[config.mk]
export PLATFORM = sky130hd
export DESIGN_NAME = serial_adder
export DESIGN_NICKNAME = d
export VERILOG_FILES = /design/src/rtl/serial_adder_pkg.sv /design/src/rtl/serial_adder_fa_cell.sv /design/src/rtl/serial_adder.sv
export SDC_FILE = /design/constraint.sdc
export NUM_CORES = 1
export LEC_CHECK = 0
export CAP_MARGIN = 10
export CORE_ASPECT_RATIO = 0.9
export CORE_MARGIN = 2
export CORE_UTILIZATION = 45
export CTS_CLUSTER_SIZE = 20
export DETAILED_ROUTE_END_ITERATION = 16
export PLACE_DENSITY = 0.84
export SLEW_MARGIN = 20
export SYNTH_ARGS = -nofsm -noshare
export SYNTH_HDL_FRONTEND = slang
export SYNTH_SLANG_ARGS = --single-unit
[constraint.sdc]
create_clock -name clk -period 5.4 [get_ports clk]
set_input_delay 1.08 -clock clk [delete_from_list [all_inputs] [get_ports clk]]
set_output_delay 1.08 -clock clk [all_outputs]
set_load 0.02 [all_outputs]
[src/rtl/serial_adder_pkg.sv]
// Shared types and helpers for the chunked serial adder.
package serial_adder_pkg;

  typedef enum logic [1:0] {
    IDLE = 2'd0,
    RUN  = 2'd1,
    DONE = 2'd2
  } state_t;

  function automatic int clog2(input int v);
    int r;
    r = 0;
    while ((1 << r) < v) r++;
    return r;
  endfunction

endpackage

[src/rtl/serial_adder_fa_cell.sv]
// One-bit full adder; chained CHUNK-wide inside serial_adder.
module fa_cell (
  input  logic a,
  input  logic b,
  input  logic ci,
  output logic s,
  output logic co
);

  assign s  = a ^ b ^ ci;
  assign co = (a & b) | (ci & (a ^ b));

endmodule

[src/rtl/serial_adder.sv]
// Multi-cycle adder: WIDTH-bit operands added CHUNK bits per clock, LSB chunk first.
// Define SERIAL_ADD_SUB_EN to add the sub port (a - b as a + ~b + 1).
module serial_adder
  import serial_adder_pkg::*;
#(
  parameter int WIDTH = 8,
  parameter int CHUNK = 2
) (
  input  logic             clk,
  input  logic             rst,
  input  logic             start,
  input  logic [WIDTH-1:0] a,
  input  logic [WIDTH-1:0] b,
  input  logic             cin,
`ifdef SERIAL_ADD_SUB_EN
  input  logic             sub,
`endif
  output logic             busy,
  output logic             done,
  output logic [WIDTH-1:0] sum,
  output logic             cout,
  output logic             ovf
);

  localparam int NCH = WIDTH / CHUNK;
  localparam int IW  = (clog2(NCH) < 1) ? 1 : clog2(NCH);

  state_t           state, next;
  logic [WIDTH-1:0] opa, opb, sumr, bload;
  logic [IW-1:0]    idx;
  logic             carry, coutr, ovfr, cload;
  logic             accept, last;
  logic [CHUNK-1:0] achunk, bchunk, s;
  logic [CHUNK:0]   c;

  assign accept = start && (state != RUN);
  assign last   = (idx == IW'(NCH - 1));

`ifdef SERIAL_ADD_SUB_EN
  // Subtraction reuses the adder: invert B at capture and force the carry-in.
  always_comb begin
    bload = b;
    cload = cin;
    if (sub) begin
      bload = ~b;
      cload = 1'b1;
    end
  end
`else
  always_comb begin
    bload = b;
    cload = cin;
  end
`endif

  always_ff @(posedge clk or posedge rst) begin
    if (rst) state <= IDLE;
    else     state <= next;
  end

  always_comb begin
    next = state;
    case (state)
      IDLE:    if (accept) next = RUN;
      RUN:     if (last) next = DONE;
      DONE:    next = accept ? RUN : IDLE;
      default: next = IDLE;
    endcase
  end

  assign achunk = opa[idx*CHUNK +: CHUNK];
  assign bchunk = opb[idx*CHUNK +: CHUNK];
  assign c[0]   = carry;

  for (genvar i = 0; i < CHUNK; i++) begin : g_cell
    fa_cell u_fa (
      .a  (achunk[i]),
      .b  (bchunk[i]),
      .ci (c[i]),
      .s  (s[i]),
      .co (c[i+1])
    );
  end

  // Result bits are cleared at launch, so unwritten chunks read as zero.
  always_ff @(posedge clk or posedge rst) begin
    if (rst) begin
      opa   <= '0;
      opb   <= '0;
      carry <= 1'b0;
      idx   <= '0;
      sumr  <= '0;
      coutr <= 1'b0;
      ovfr  <= 1'b0;
    end else if (accept) begin
      opa   <= a;
      opb   <= bload;
      carry <= cload;
      idx   <= '0;
      sumr  <= '0;
      coutr <= 1'b0;
      ovfr  <= 1'b0;
    end else if (state == RUN) begin
      sumr[idx*CHUNK +: CHUNK] <= s;
      carry <= c[CHUNK];
      if (last) begin
        idx   <= '0;
        coutr <= c[CHUNK];
        ovfr  <= c[CHUNK] ^ c[CHUNK-1];
      end else begin
        idx <= idx + IW'(1);
      end
    end
  end

  assign busy = (state == RUN);
  assign done = (state == DONE);
  assign sum  = sumr;
  assign cout = coutr;
  assign ovf  = ovfr;

endmodule
# After elaboration in Yosys (flattened, before gate mapping)

Cells that the tools add are included.

Add/subtract/negate cells: 2
Eq/ne operators: 6
Shifts and indexed selects: 4
Multiplexer cells: 18
Bitwise gates (word level): 11
Reduce and logical (&&, ||, !) cells: 6

Operator list:

| kind                     | count |
|---|---|
| $neg A3 Y34              | 1 |
| $shift A2 B34 Y8 const A | 1 |
| $shiftx A2 B34 Y8        | 1 |
| $mux W8                  | 2 |
| $shiftx A8 B4 Y2         | 2 |
| $mux W2                  | 5 |
| $mux W1                  | 9 |
| $bwmux W8                | 1 |
| $pmux W2 S3              | 1 |
| $xor A1 B1 Y1            | 5 |
| $and A1 B1 Y1            | 4 |
| $eq A2 B2 Y1 const B     | 2 |
| $ne A2 B1 Y1 const B     | 2 |
| $reduce_and A2 Y1        | 2 |
| $reduce_bool A2 Y1       | 2 |
| $add A2 B1 Y2 const B    | 1 |
| $eq A2 B1 Y1 const B     | 1 |
| $logic_not A2 Y1         | 1 |
| $ne A2 B2 Y1 const B     | 1 |
| $or A1 B1 Y1             | 2 |
| $logic_and A1 B1 Y1      | 1 |

Register bits: 31
Input bits: 20

# Logic depth before layout (Yosys ltp)

Depth after elaboration: 10
Depth in mapped cells: 7

# Hierarchy

Synthesis repeated with hierarchy kept, for this count alone.

Cell total of the unflattened synthesis: 101
Area, all modules: 1525.2 um^2

By module, submodules not included:

| module       | instances | cells an instance | area each (um^2) | sequential area each (um^2) |
|---|---|---|---|---|
| serial_adder | 1         | 99                | 1485.2           | 775.7 |
| fa_cell      | 2         | 1                 | 20.0             | 0.0 |

# Worst setup path after synthesis

Ideal clock, no wire load.

Path kind: register -> register
Start: reg idx[0]
End: reg ovfr (netlist: ovf)
Setup time: 120 ps
Data arrival time: 2383 ps
Required time: 5280 ps
Path slack: 2897 ps
Stages on the path, launching flop included: 8
Buffers on the path: 1
Cell sequence: dfrtp_1 > buf_2 > mux4_2 > fa_1 > fa_1 > xnor2_1 > a211oi_1 > a31o_2

Word-level cells in the longest chain between the ends: 10
Elaborated cells on any way between the ends: 17
Those cells by class: eq/ne: 1; shift: 2; mux: 3; bitwise: 9; reduce/logical: 2

RTL lines:

| what                                       | line                                   | RTL |
|---|---|---|
| from (decl)                                | serial_adder.sv:30                     | `logic [IW-1:0] idx;` |
| from (signal assigned)                     | serial_adder.sv:111                    | `idx <= idx + IW'(1);` |
| $shiftx A8 B4 Y2, on equally long branches | serial_adder.sv:71, serial_adder.sv:72 |  |
| $xor A1 B1 Y1                              | serial_adder_fa_cell.sv:11             | `assign co = (a & b) \| (ci & (a ^ b));` |
| $and A1 B1 Y1                              | serial_adder_fa_cell.sv:11             |  |
| $or A1 B1 Y1                               | serial_adder_fa_cell.sv:11             |  |
| $and A1 B1 Y1                              | serial_adder_fa_cell.sv:11             |  |
| $or A1 B1 Y1                               | serial_adder_fa_cell.sv:11             |  |
| $xor A1 B1 Y1                              | serial_adder.sv:109                    | `ovfr <= c[CHUNK] ^ c[CHUNK-1];` |
| $mux W1                                    | serial_adder.sv:106                    | `if (last) begin` |
| $mux W1                                    | serial_adder.sv:103                    | `end else if (state == RUN) begin` |
| $mux W1                                    | serial_adder.sv:95                     | `end else if (accept) begin` |
| to (signal assigned)                       | serial_adder.sv:109                    |  |
| to (decl)                                  | serial_adder.sv:31                     | `logic carry, coutr, ovfr, cload;` |

Several ways; a longest one is shown, not always the timed one. The select of a mux whose other input is x is not followed.
A chain may end at the register's enable or synchronous reset.

# Worst setup path in the final report

Start: reg state[1]
End: out busy

Word-level cells in the longest chain between the ends: 1

RTL lines:

| what                   | line                | RTL |
|---|---|---|
| from (decl)            | serial_adder.sv:28  | `state_t state, next;` |
| from (signal assigned) | serial_adder.sv:58  | `else state <= next;` |
| $eq A2 B1 Y1           | serial_adder.sv:116 | `assign busy = (state == RUN);` |
| to (decl)              | serial_adder.sv:18  | `output logic busy,` |

No other way between the ends.

==> impl_metrics.toml <==
[run_status]
run_status = "completed"

[logic_synthesis]
synthSimpleGateAreaFrac_pct = 6.14
synth_top_family_by_area = "multiplexers"
synth_area_mm2 = 0.00151
async_flop_share_pct = 100
synth.distinct_cells = 31
synth_ff_type = "dfrtp_1"
synthAdderAreaFrac_pct = 5.97
synth-edff-count = 0
synth_compound_area_share_pct = 8.21
synthCells = 104
yosys_warnings = 0
avgSynthCellArea_um2 = 14.5
synth.ff_latch_count = 31
synth.area.mux_share_pct = 23.7
ys_seq_area_share_pct = 51.4
synth-xor-area-share_pct = 0.580
syn_nets = 130

[global_route]
antenna_found_initial = 0
globalRoute.totalOverflow = 0
use_met1_pct = 19.4
grt_pass1_wl_um = 4830
gr-usage-met2_pct = 30.3
grt_start_max_net_pins = 32
grt_use_total_pct = 17.4
grt_pass1_vias = 1048
top_usage_layer = "met2"
use_met3_pct = 7.07

[cts]
post_cts_buffers = 0
htree_num_levels = 2
clock_latency_ns = 0.29
cts_resized = 0
clockBufferDepth = 2
ctsRootBufferMaster = "clkbuf_8"
clock_sinks = 31
cts_buffers = 5
path_clk_slew_ns = 0.07
tritoncts = "done"
hold_buffers = 0

[finish]
diodes = 0
area_growth_pct = 28.4
final_nets = 164
drive_gt1_share_pct = 23.0
nFillCells = 287
utilization_pct = 61.7

[pwr]
internal_power_mw = 0.770
power_switching_mw = 0.448
switching_share_pct = 36.8
p_leak_nw = 0.875
p_clk_share_pct = 16.4
ir_drop_mv = 0.266
powerDensity_mw_per_mm2 = 629
p_seq_share_pct = 33.5
comb_power_share_pct = 50.2

[die]
die_w_um = 65.0
start_util_pct = 48.1
core_mm2 = 0.00314
die_y_um = 58.9
die_area_mm2 = 0.00383
num_rows = 19
ioPinCount = 32

[timing]
setup_tns_ns = 0
fin_skew_ns = 0.00621
slew_violations = 0
tightest_slew_ns = 0.623
rsz0062_at_grt = "no"
fmax_mhz = 334
maxSlewHeadroom_pct = 58.4
fin_crit_sh_pct = 55.4
setup_viol = 0
min_period_ns = 2.99
hold_viol = 0

[setup_path]
worst_setup_path_end_kind = "output port"
arrival_ns = 1.91
crit_type = "register to output port"
worst_ep_required_time_ns = 4.32
critical_path.max_fanout = 10
crit_path_start_kind = "register"

[routing]
ant_nets = 0
drt_first_pass_iters = 4
vias_per_cell = 5.33
drtIter0Drc = 43
wire_per_inst_um = 15.1
drc = 0
drt_wl_total_um = 2730
via_count = 964

[place]
place_congestion = 0.901
place_hpwl_um = 2120
port_buffers = 31

[min_path]
hold_path.class = "register to register"

[run]
cap_violations = 0
## synth_stat cells, drive strengths merged (2+ instances only)
library cell	n	area, um2
a22o	5	43.8
mux2i	5	50.1
and3	2	12.5
mux4	4	90.1
fa	2	40.0
o31ai	2	15.0
buf	4	35.0
inv	6	25.0
nand2	7	33.8
a32o	2	20.0
o2bb2ai	2	17.5
mux2	16	218
dfrtp	31	776
ha	4	50.1
## power groups by stage
| stage | combinational [mW] | sequential [mW] | clock (mW) |
|---|---|---|---|
| detailed placement | 0.616 | 0.413 | 0 |
| global route | 0.666 | 0.423 | 0.215 |
| floorplan | 0.466 | 0.402 | 0 |
| global placement | 0.590 | 0.408 | 0 |
| CTS | 0.617 | 0.409 | 0.205 |
| finish | 0.611 | 0.407 | 0.199 |
## path summary, 6_finish.rpt
path	slack, ns	to	cells past startpoint	startpoint
worst max-delay path	2.41	busy	3	state[1]$_DFFE_PP0P_
worst min-delay path	0.49	sum[6]$_DFFE_PP0P_	1	sum[6]$_DFFE_PP0P_
worst max register to register	2.70	ovf$_DFFE_PP0P_	6	idx[0]$_DFFE_PP0P_
worst min register to register	0.49	sum[6]$_DFFE_PP0P_	1	sum[6]$_DFFE_PP0P_
max in group asynchronous	3.80	sum[1]$_DFFE_PP0P_	2	rst
min in group asynchronous	1.19	state[1]$_DFFE_PP0P_	2	rst
## kinds of logic (layout without fill, tap and decap cells)
logic type / Yosys count / after routing
AO/OA/AOI/OAI: 15 / 15
XOR/XNOR: 1 / 1
adder cells (fa/ha/maj): 6 / 6
buffers and inverters: 10 / 45
flip-flops: 31 / 31
multiplexers: 25 / 25
AND/OR/NAND/NOR: 16 / 16
## final cells by class
type | count | area (um2) | area share (%)
Sequential cell | 31 | 776 | 40.1
Multi-Input combinational cell | 63 | 673 | 34.8
Timing Repair Buffer | 31 | 310 | 16.0
Clock buffer | 8 | 100 | 5.17
Tap cell | 42 | 52.6 | 2.71
Inverter | 6 | 25.0 | 1.29
## critical path: stages (launching register included)
cell             delay [ns]
dfrtp_1                0.39
nand2b_1               0.39
inv_4                  0.22
clkdlybuf4s50_1        0.62
## cells in the final DEF (no fill, tap or decap), drive strengths merged
cell           instances
a211oi                 1
a22o                   5
a31o                   1
a32o                   2
and2                   1
and3                   2
and4bb                 1
clkbuf                 8
clkdlybuf4s50         31
dfrtp                 31
fa                     2
ha                     4
inv                    6
mux2                  16
mux2i                  5
mux4                   4
nand2                  7
nand2b                 1
nand3                  1
nor2                   1
nor2b                  1
nor4                   1
o21ai                  1
o22ai                  1
o2bb2ai                2
o31ai                  2
xnor2                  1
## sequential cells by signal (all words and copies together) (netlist names)
| signal | flops |
|---|---|
| opb | 8 |
| cout | 1 |
| idx | 2 |
| opa | 8 |
| state | 2 |
| ovf | 1 |
| sum | 8 |
| carry | 1 |
## metrics by stage
stage                     hold WS [ns]  setup slack [ns]  area (um2)  instances  power, mW
after floorplan                  0.474              2.90        1510        104      0.867
after global placement           0.475              2.76        1840        173      0.998
after detailed placement         0.481              2.69        1840        173       1.03
after CTS                        0.501              2.41        1940        181       1.23
after global routing             0.511              2.34        1940        181       1.31
final                            0.492              2.41        1940        181       1.22
## metal layers
layer | up-vias | wire length, um
met5 | - | 0
met4 | 0 | 36
met3 | 4 | 154
met2 | 29 | 1370
met1 | 484 | 1180
li1 | 447 | -
Power figures use the tool's default switching activity.
